**src/rtl/ptt_band_cond.sv**
```systemverilog
// Conditions the raw PTT and band lines for the band sequencer: synchronise,
// debounce, hold band steady while keyed, and force a lockout on transmit time-out.
module ptt_band_cond #(
  parameter int DB_CYCLES   = 50000,
  parameter int TICK_CYCLES = 50000,
  parameter int TOT_TICKS   = 180000
) (
  input  logic       clk,
  input  logic       reset,
  input  logic       ptt_in,
  input  logic [2:0] band_in,
  input  logic       tot_clear,
  output logic       ptt,
  output logic [2:0] band,
  output logic       tot_fault
);

  localparam int DW = $clog2(DB_CYCLES);
  localparam int PW = (TICK_CYCLES < 2) ? 1 : $clog2(TICK_CYCLES);
  localparam int TW = (TOT_TICKS < 2) ? 1 : $clog2(TOT_TICKS);

  localparam logic [DW-1:0] DB_LAST   = DW'(DB_CYCLES - 1);
  localparam logic [PW-1:0] TICK_LAST = PW'((TICK_CYCLES < 1) ? 0 : TICK_CYCLES - 1);
  localparam logic [TW-1:0] TOT_LAST  = TW'((TOT_TICKS < 1) ? 0 : TOT_TICKS - 1);

  typedef enum logic [1:0] {
    ST_RX,
    ST_TX,
    ST_LOCK
  } state_t;

  logic          r_ptt_s1, r_ptt_s2;
  logic [2:0]    r_band_s1, r_band_s2;
  logic          r_ptt_db;
  logic [DW-1:0] r_ptt_cnt;
  logic [2:0]    r_band_db;
  logic [DW-1:0] r_band_cnt;
  state_t        r_state;
  state_t        w_state_next;
  logic          w_timeout;
  logic          w_fault_set;
  logic          r_ptt;
  logic [2:0]    r_band;
  logic          r_fault;
  logic [PW-1:0] r_pre;
  logic [TW-1:0] r_ticks;

  always_ff @(posedge clk) begin
    if (reset) begin
      r_ptt_s1  <= 1'b1;
      r_ptt_s2  <= 1'b1;
      r_band_s1 <= 3'b000;
      r_band_s2 <= 3'b000;
    end else begin
      r_ptt_s1  <= ptt_in;
      r_ptt_s2  <= r_ptt_s1;
      r_band_s1 <= band_in;
      r_band_s2 <= r_band_s1;
    end
  end

  // Acceptance is checked before the restart conditions so a value that has
  // differed for the full window is taken even if the line moves again now.
  always_ff @(posedge clk) begin
    if (reset) begin
      r_ptt_db  <= 1'b1;
      r_ptt_cnt <= '0;
    end else if (r_ptt_s2 != r_ptt_db && r_ptt_cnt == DB_LAST) begin
      r_ptt_db  <= r_ptt_s2;
      r_ptt_cnt <= '0;
    end else if (r_ptt_s2 == r_ptt_db || r_ptt_s1 != r_ptt_s2) begin
      r_ptt_cnt <= '0;
    end else begin
      r_ptt_cnt <= r_ptt_cnt + DW'(1);
    end
  end

  always_ff @(posedge clk) begin
    if (reset) begin
      r_band_db  <= 3'b000;
      r_band_cnt <= '0;
    end else if (r_band_s2 != r_band_db && r_band_cnt == DB_LAST) begin
      r_band_db  <= r_band_s2;
      r_band_cnt <= '0;
    end else if (r_band_s2 == r_band_db || r_band_s1 != r_band_s2) begin
      r_band_cnt <= '0;
    end else begin
      r_band_cnt <= r_band_cnt + DW'(1);
    end
  end

  // Fires on the edge where the tick count would reach TOT_TICKS.
  assign w_timeout = (TOT_TICKS != 0) && (r_pre == TICK_LAST) && (r_ticks == TOT_LAST);

  always_comb begin
    w_state_next = r_state;
    w_fault_set  = 1'b0;
    case (r_state)
      ST_RX: begin
        if (!r_ptt_db && r_band == r_band_db) w_state_next = ST_TX;
      end
      ST_TX: begin
        if (r_ptt_db) begin
          w_state_next = ST_RX;
        end else if (w_timeout) begin
          w_state_next = ST_LOCK;
          w_fault_set  = 1'b1;
        end
      end
      ST_LOCK: begin
        if (r_ptt_db) w_state_next = ST_RX;
      end
      default: w_state_next = ST_RX;
    endcase
  end

  always_ff @(posedge clk) begin
    if (reset) begin
      r_state <= ST_RX;
      r_ptt   <= 1'b1;
      r_band  <= 3'b000;
      r_fault <= 1'b0;
      r_pre   <= '0;
      r_ticks <= '0;
    end else begin
      r_state <= w_state_next;
      r_ptt   <= (w_state_next != ST_TX);
      if (r_state == ST_RX) r_band <= r_band_db;
      if (w_fault_set) r_fault <= 1'b1;
      else if (tot_clear) r_fault <= 1'b0;
      // Timer is held at zero outside TX, so every TX entry starts from zero.
      if (r_state != ST_TX) begin
        r_pre   <= '0;
        r_ticks <= '0;
      end else if (r_pre == TICK_LAST) begin
        r_pre <= '0;
        if (r_ticks != '1) r_ticks <= r_ticks + TW'(1);
      end else begin
        r_pre <= r_pre + PW'(1);
      end
    end
  end

  assign ptt       = r_ptt;
  assign band      = r_band;
  assign tot_fault = r_fault;

endmodule

```
**config.mk**
```make
export PLATFORM = sky130hd
export DESIGN_NAME = ptt_band_cond
export DESIGN_NICKNAME = d
export VERILOG_FILES = /design/src/rtl/ptt_band_cond.sv
export SDC_FILE = /design/constraint.sdc
export NUM_CORES = 1
export LEC_CHECK = 0
export ABC_AREA = 1
export BUFFER_PORTS_ARGS = -buffer_cell sky130_fd_sc_hd__buf_4
export CORE_MARGIN = 1.5
export CORE_UTILIZATION = 40
export CTS_CLUSTER_SIZE = 14
export DETAILED_ROUTE_END_ITERATION = 10
export GPL_ROUTABILITY_DRIVEN = 0
export HOLD_SLACK_MARGIN = 0.02
export PLACE_DENSITY = 0.58
export SETUP_SLACK_MARGIN = 0.5
export SYNTH_ARGS = -nofsm -noshare
export SYNTH_HDL_FRONTEND = slang
export SYNTH_SLANG_ARGS = --single-unit
```
**constraint.sdc**
```tcl
create_clock -name clk -period 2.3 [get_ports clk]
set_clock_uncertainty 0.1 [all_clocks]
set_input_delay 0.115 -clock clk [delete_from_list [all_inputs] [get_ports clk]]
set_output_delay 0.115 -clock clk [all_outputs]
set_load 0.02 [all_outputs]
```
======== Yosys cells after proc, flatten, opt, wreduce, memory -nomap -nowiden ========
Cells that the tools add are included.
Widths: inputs -> output; s select.
storage, ports and cells
  flip-flop bits (word level) ............. 85
  latch bits .............................. 0
  memory bits (writable) .................. 0
  bits in read-only memories .............. 0
  bits of input ports ..................... 7
  output and inout bits ................... 5
  logic and storage cells ................. 58
  memories ................................ 0
cells by class
  add/sub/neg operators ................... 4
  $mul .................................... 0
  divide/modulo/power cells ............... 0
  order comparisons ....................... 0
  eq/ne operators ......................... 16
  shift-type cells ........................ 0
  mux-type cells .......................... 10
  bitwise gates (word level) .............. 0
  reductions and logical operators ........ 14
operators by type and width
  cell                   number
  $add 16x1->16 const B  3
  $eq 16x16->1 const B   3
  $add 18x1->18 const B  1
  $eq 18x18->1 const B   1
  $ne 18x18->1 const B   1
  $reduce_or 3->1        3
  $mux 2                 4
  $eq 3x3->1             2
  $ne 3x3->1             2
  $pmux 2 s3             1
  $mux 1                 5
  $logic_and 1x1->1      4
  $ne 2x1->1 const B     2
  $eq 2x1->1 const B     1
  $eq 2x2->1 const B     1
  $logic_not 2->1        1
  $logic_or 1x1->1       2
  $ne 1x1->1             2
  $reduce_and 2->1       1
  $reduce_bool 2->1      1
  $reduce_or 2->1        1
  $eq 1x1->1             1
  $logic_not 1->1        1

======== Logic depth before layout (Yosys ltp) ========
  depth after elaboration ................. 6
  gate-level depth with buffers ........... 11
  mapped depth without buffers ............ 10

======== Least setup slack after synthesis ========
Ideal clock, no wire load.
  path kind ............................... register -> register
  from .................................... register r_ticks[0]
  to ...................................... register r_ticks[17]
  library setup time ...................... 0.070 ns
  arrival time ............................ 1.529 ns
  required time ........................... 2.130 ns
  slack ................................... 0.601 ns
  stages on the path, launching flop included .. 11
  period minus slack after synthesis ...... 1.699 ns
  cell sequence ........................... dfxtp_1 -> ha_1 -> nand3_2 -> inv_2 -> nand2_4 -> nor2_8 -> nand2_4 -> nand2_8 -> buf_12 -> nand2_2 -> a21oi_2
between the ends
  cells in the longest elaborated chain, start to end .. 2
  elaborated cells on any way between the ends .. 3
  those cells by class .................... add/sub (1); eq/ne (1); reduce/logical (1)
ends and longest elaborated chain
  what                                                                   RTL line  source
  from (decl)                                                            46        logic [TW-1:0] r_ticks;
  from (signal assigned)                                                 137       if (r_ticks != '1) r_ticks <= r_ticks + TW'(1);
  parallel branches: the longest is 2 deep, another holds $add 18x1->18  -
Several ways; the timed one is not identified.
A chain may end at the register's enable or synchronous reset.

======== Final worst setup path ========
  from .................................... register r_ticks[0]
  to ...................................... register r_ticks[16]
The elaborated chain is that of the path after synthesis.

==> key figures <==
Layout
  – Share of cells above drive strength 1: 14.3%
  – Most common cell after layout, fill and taps aside: nand2_1
  – Fin util: 47.8%
  – Design Area, Final: 0.00494 sq mm
  – Nets@finish: 652
  – Commonest cells after routing, fill and taps aside: nand2_1 (130), nor2_1 (83), dfxtp_1 (81)
  – Layout area overhead: 16.2%
  – Ant. Diodes: 0
  – Post-Layout Cell Count: 780

Routing
  – Routed len/inst: 11.4 um
  – Antenna Violating Nets Remaining: 0
  – Top Metal Used: met4
  – Post-route DRC: 0
  – Met2 WL post-DR: 4.04 mm
  – Avg Vias per Cell: 4.86
  – Met3 routed WL: 309 um
  – WL final: 8.92 mm
  – TritonRoute pass-1 iters: 4
  – Vias: 3,789
  – Met1 WL: 4.44 mm
  – Drt initial violations: 148

Logic synthesis
  – Synth Net Count: 619
  – Share of the synthesized area in the top cell type: 40.0%
  – Mapped Avg Cell Area: 6.99 sq um
  – Yosys cell types: 32
  – Leading area contributor after synthesis: dfxtp_1
  – Synth Register Bits: 85
  – Syn Inst Count: 608
  – Sequential share of the synthesized area: 40.0%
  – Top cells by area in the synthesized netlist: dfxtp_1 (40%), nand2_1 (12%), nor2_1 (7.8%)
  – Post-synthesis cell area: 0.00425 sq mm
  – Yosys warns: 0

GRT
  – GRT overflow: 0
  – Largest net degree at the start of global routing: 19
  – Initial antenna violation count: 0
  – First-pass GRT wire length: 15.1 mm
  – Total Routing Usage GR: 16.6%
  – Number of global-route vias before repair: 3,461

STA
  – Max transition margin: 56.2%
  – Slew @ Worst Pin: 0.652 ns
  – Final setup viols: 0
  – Pins Over Slew Limit: 0
  – RSZ-0062 raised after global routing: yes
  – Min cycle time layout: 1.70 ns
  – Final Cycle Share: 74.1%
  – FMAX: 0.587 GHz
  – Final Hold Fails: 0
  – Setup TNS: 0 ns

Worst setup path
  – Arr. time, crit path: 1.89 ns
  – CP cell instances: ha_4, nand3_2, inv_2, nand2_4, nor2_8, nand2_4, nand2_8, nand2_1, a21oi_1
  – Crit path capture type: register
  – Largest stage delay, worst path: 0.41 ns
  – Setup CP Type: register to register
  – CP delay by family, top: simple AND/OR/NAND/NOR gates
  – Worst Path Required: 2.49 ns
  – Slowest cell on the critical path: dfxtp_2
  – CP Buf/Inv Count: 1
  – Worst path most repeated cell: nand2_4
  – CP max FO: 10
  – Setup crit start kind: register

Clock network
  – H-Tree Level Count: 3
  – Clk sink count: 85
  – Worst-path clk slew: 0.08 ns
  – Number of CTS-inserted buffers: 9
  – CTS tree: yes
  – Worst-skew pair later-pin latency: 0.36 ns
  – Clock Tree Buf Depth: 2
  – CTS root buf: clkbuf_8

Run status
  – Status: finished clean

Placement
  – Placed cells: 750
  – PortBufs: 11
  – Placement Cell Area: 0.00447 sq mm
  – DP Wirelength: 6.25 mm

Floorplan
  – Die Y: 106 um
  – Die area: 0.0113 sq mm
  – Row count: 37
  – # IOs: 12
  – Die extent in x: 106 um
  – Initial Util: 41.2%
  – Core Area: 0.0103 sq mm

Power and ir drop
  – Overall power: 2.63 mW
  – Peak VDD IR: 295 uV
  – Static leakage: 1.66 nW
  – Pwr/cell area: 533 mW/mm^2

Hold path
  – Hold Crit Class: register to register

Job
  – MaxCap Viol Count: 0
-- logic make-up (layout without fill, tap and decap cells) --
group	Yosys count	after routing	share of synthesized area, %
fa+ha+maj	4	4	1.18
xor+xnor	30	30	6.18
compound gates	64	64	8.57
simple gates	344	346	36.3
flops	85	85	40.0
buf+inv	81	115	7.71
-- synthesized netlist by cell type --
master	instances
clkbuf_1	3
a21oi_2	11
a211oi_1	1
nor3b_1	1
nor2_1	88
nor3_1	33
buf_2	3
nand3b_1	2
nand2_4	2
buf_12	1
nor2_8	1
a21oi_1	42
nand2_8	1
nand3_2	1
nand4_1	12
buf_4	1
xnor2_1	13
inv_1	69
or2_0	1
o21ai_0	10
dfxtp_1	85
nor2_2	2
and2_1	1
nand2_1	133
clkinv_1	1
inv_2	3
xor2_1	17
nand3_1	47
ha_1	4
or2_2	7
nand2_2	10
nor4_1	2
-- state kept, by name, summed over array words and instances, names as in the netlist, 2 cells and up --
signal,cells
band,3
r_band_cnt,16
r_band_db,3
r_band_s1,3
r_band_s2,3
r_pre,16
r_ptt_cnt,16
r_state,2
r_ticks,18
-- worst register-to-register path: cells and delay by family, from the launching register on --
family | cells | cell delay (ns)
adder cells (fa/ha/maj) | 1 | 0.18
AO/OA/AOI/OAI | 1 | 0.15
flip-flops | 1 | 0.41
AND/OR/NAND/NOR | 6 | 0.68
buffers and inverters | 1 | 0.11
-- cell type report --
| cell class | count | area (sq um) |
|---|---|---|
| Multi-Input combinational cell | 444 | 2350 |
| Tap cell | 136 | 170 |
| Timing Repair inverter | 1 | 7.51 |
| Sequential cell | 85 | 1710 |
| Timing Repair Buffer | 27 | 231 |
| Clock inverter | 1 | 30.0 |
| Clock buffer | 13 | 169 |
| Inverter | 73 | 277 |
| Fill cell | 1031 | 5390 |
-- final timing paths --
path                               endpoint  depth (start not counted)       start  slack (ns)
worst max register to register  r_ticks[16]                          9  r_ticks[0]        0.60
worst max-delay path            r_ticks[16]                          9  r_ticks[0]        0.60
worst min register to register     r_pre[0]                          1    r_pre[0]        0.33
worst min-delay path               r_pre[0]                          1    r_pre[0]        0.33
-- per-stage QoR --
stage	hold slack [ns]	setup slack, ns
after floorplan	0.119	0.601
after global placement	0.217	0.372
after detailed placement	0.221	0.341
after CTS	0.330	0.517
after global routing	0.357	0.489
final	0.330	0.595
-- per-layer routing --
| metal | track usage (%) | vias to the layer above |
|---|---|---|
| li1 | - | 2022 |
| met1 | 21.1 | 1697 |
| met2 | 27.3 | 60 |
| met3 | 2.76 | 10 |
| met4 | 8.11 | 0 |
| met5 | 0 | - |
-- what timing repair did --
item / in CTS / in global routing
hold endpoints to repair: 13 / 0
gates resized for setup: 8 / 22
endpoints found under the setup margin: 43 / 52
hold buffers: 10 / 0
pin swaps: 1 / 4
buffers inserted: 3 / 0
cloned: 1 / 2
-- power by group --
part           internal (mW)  leakage, nW  switching (mW)
Combinational         0.0277        0.870          0.0259
Sequential              1.48        0.688         0.00558
Clock                  0.580        0.102           0.513
Power figures use the tool's default switching activity.
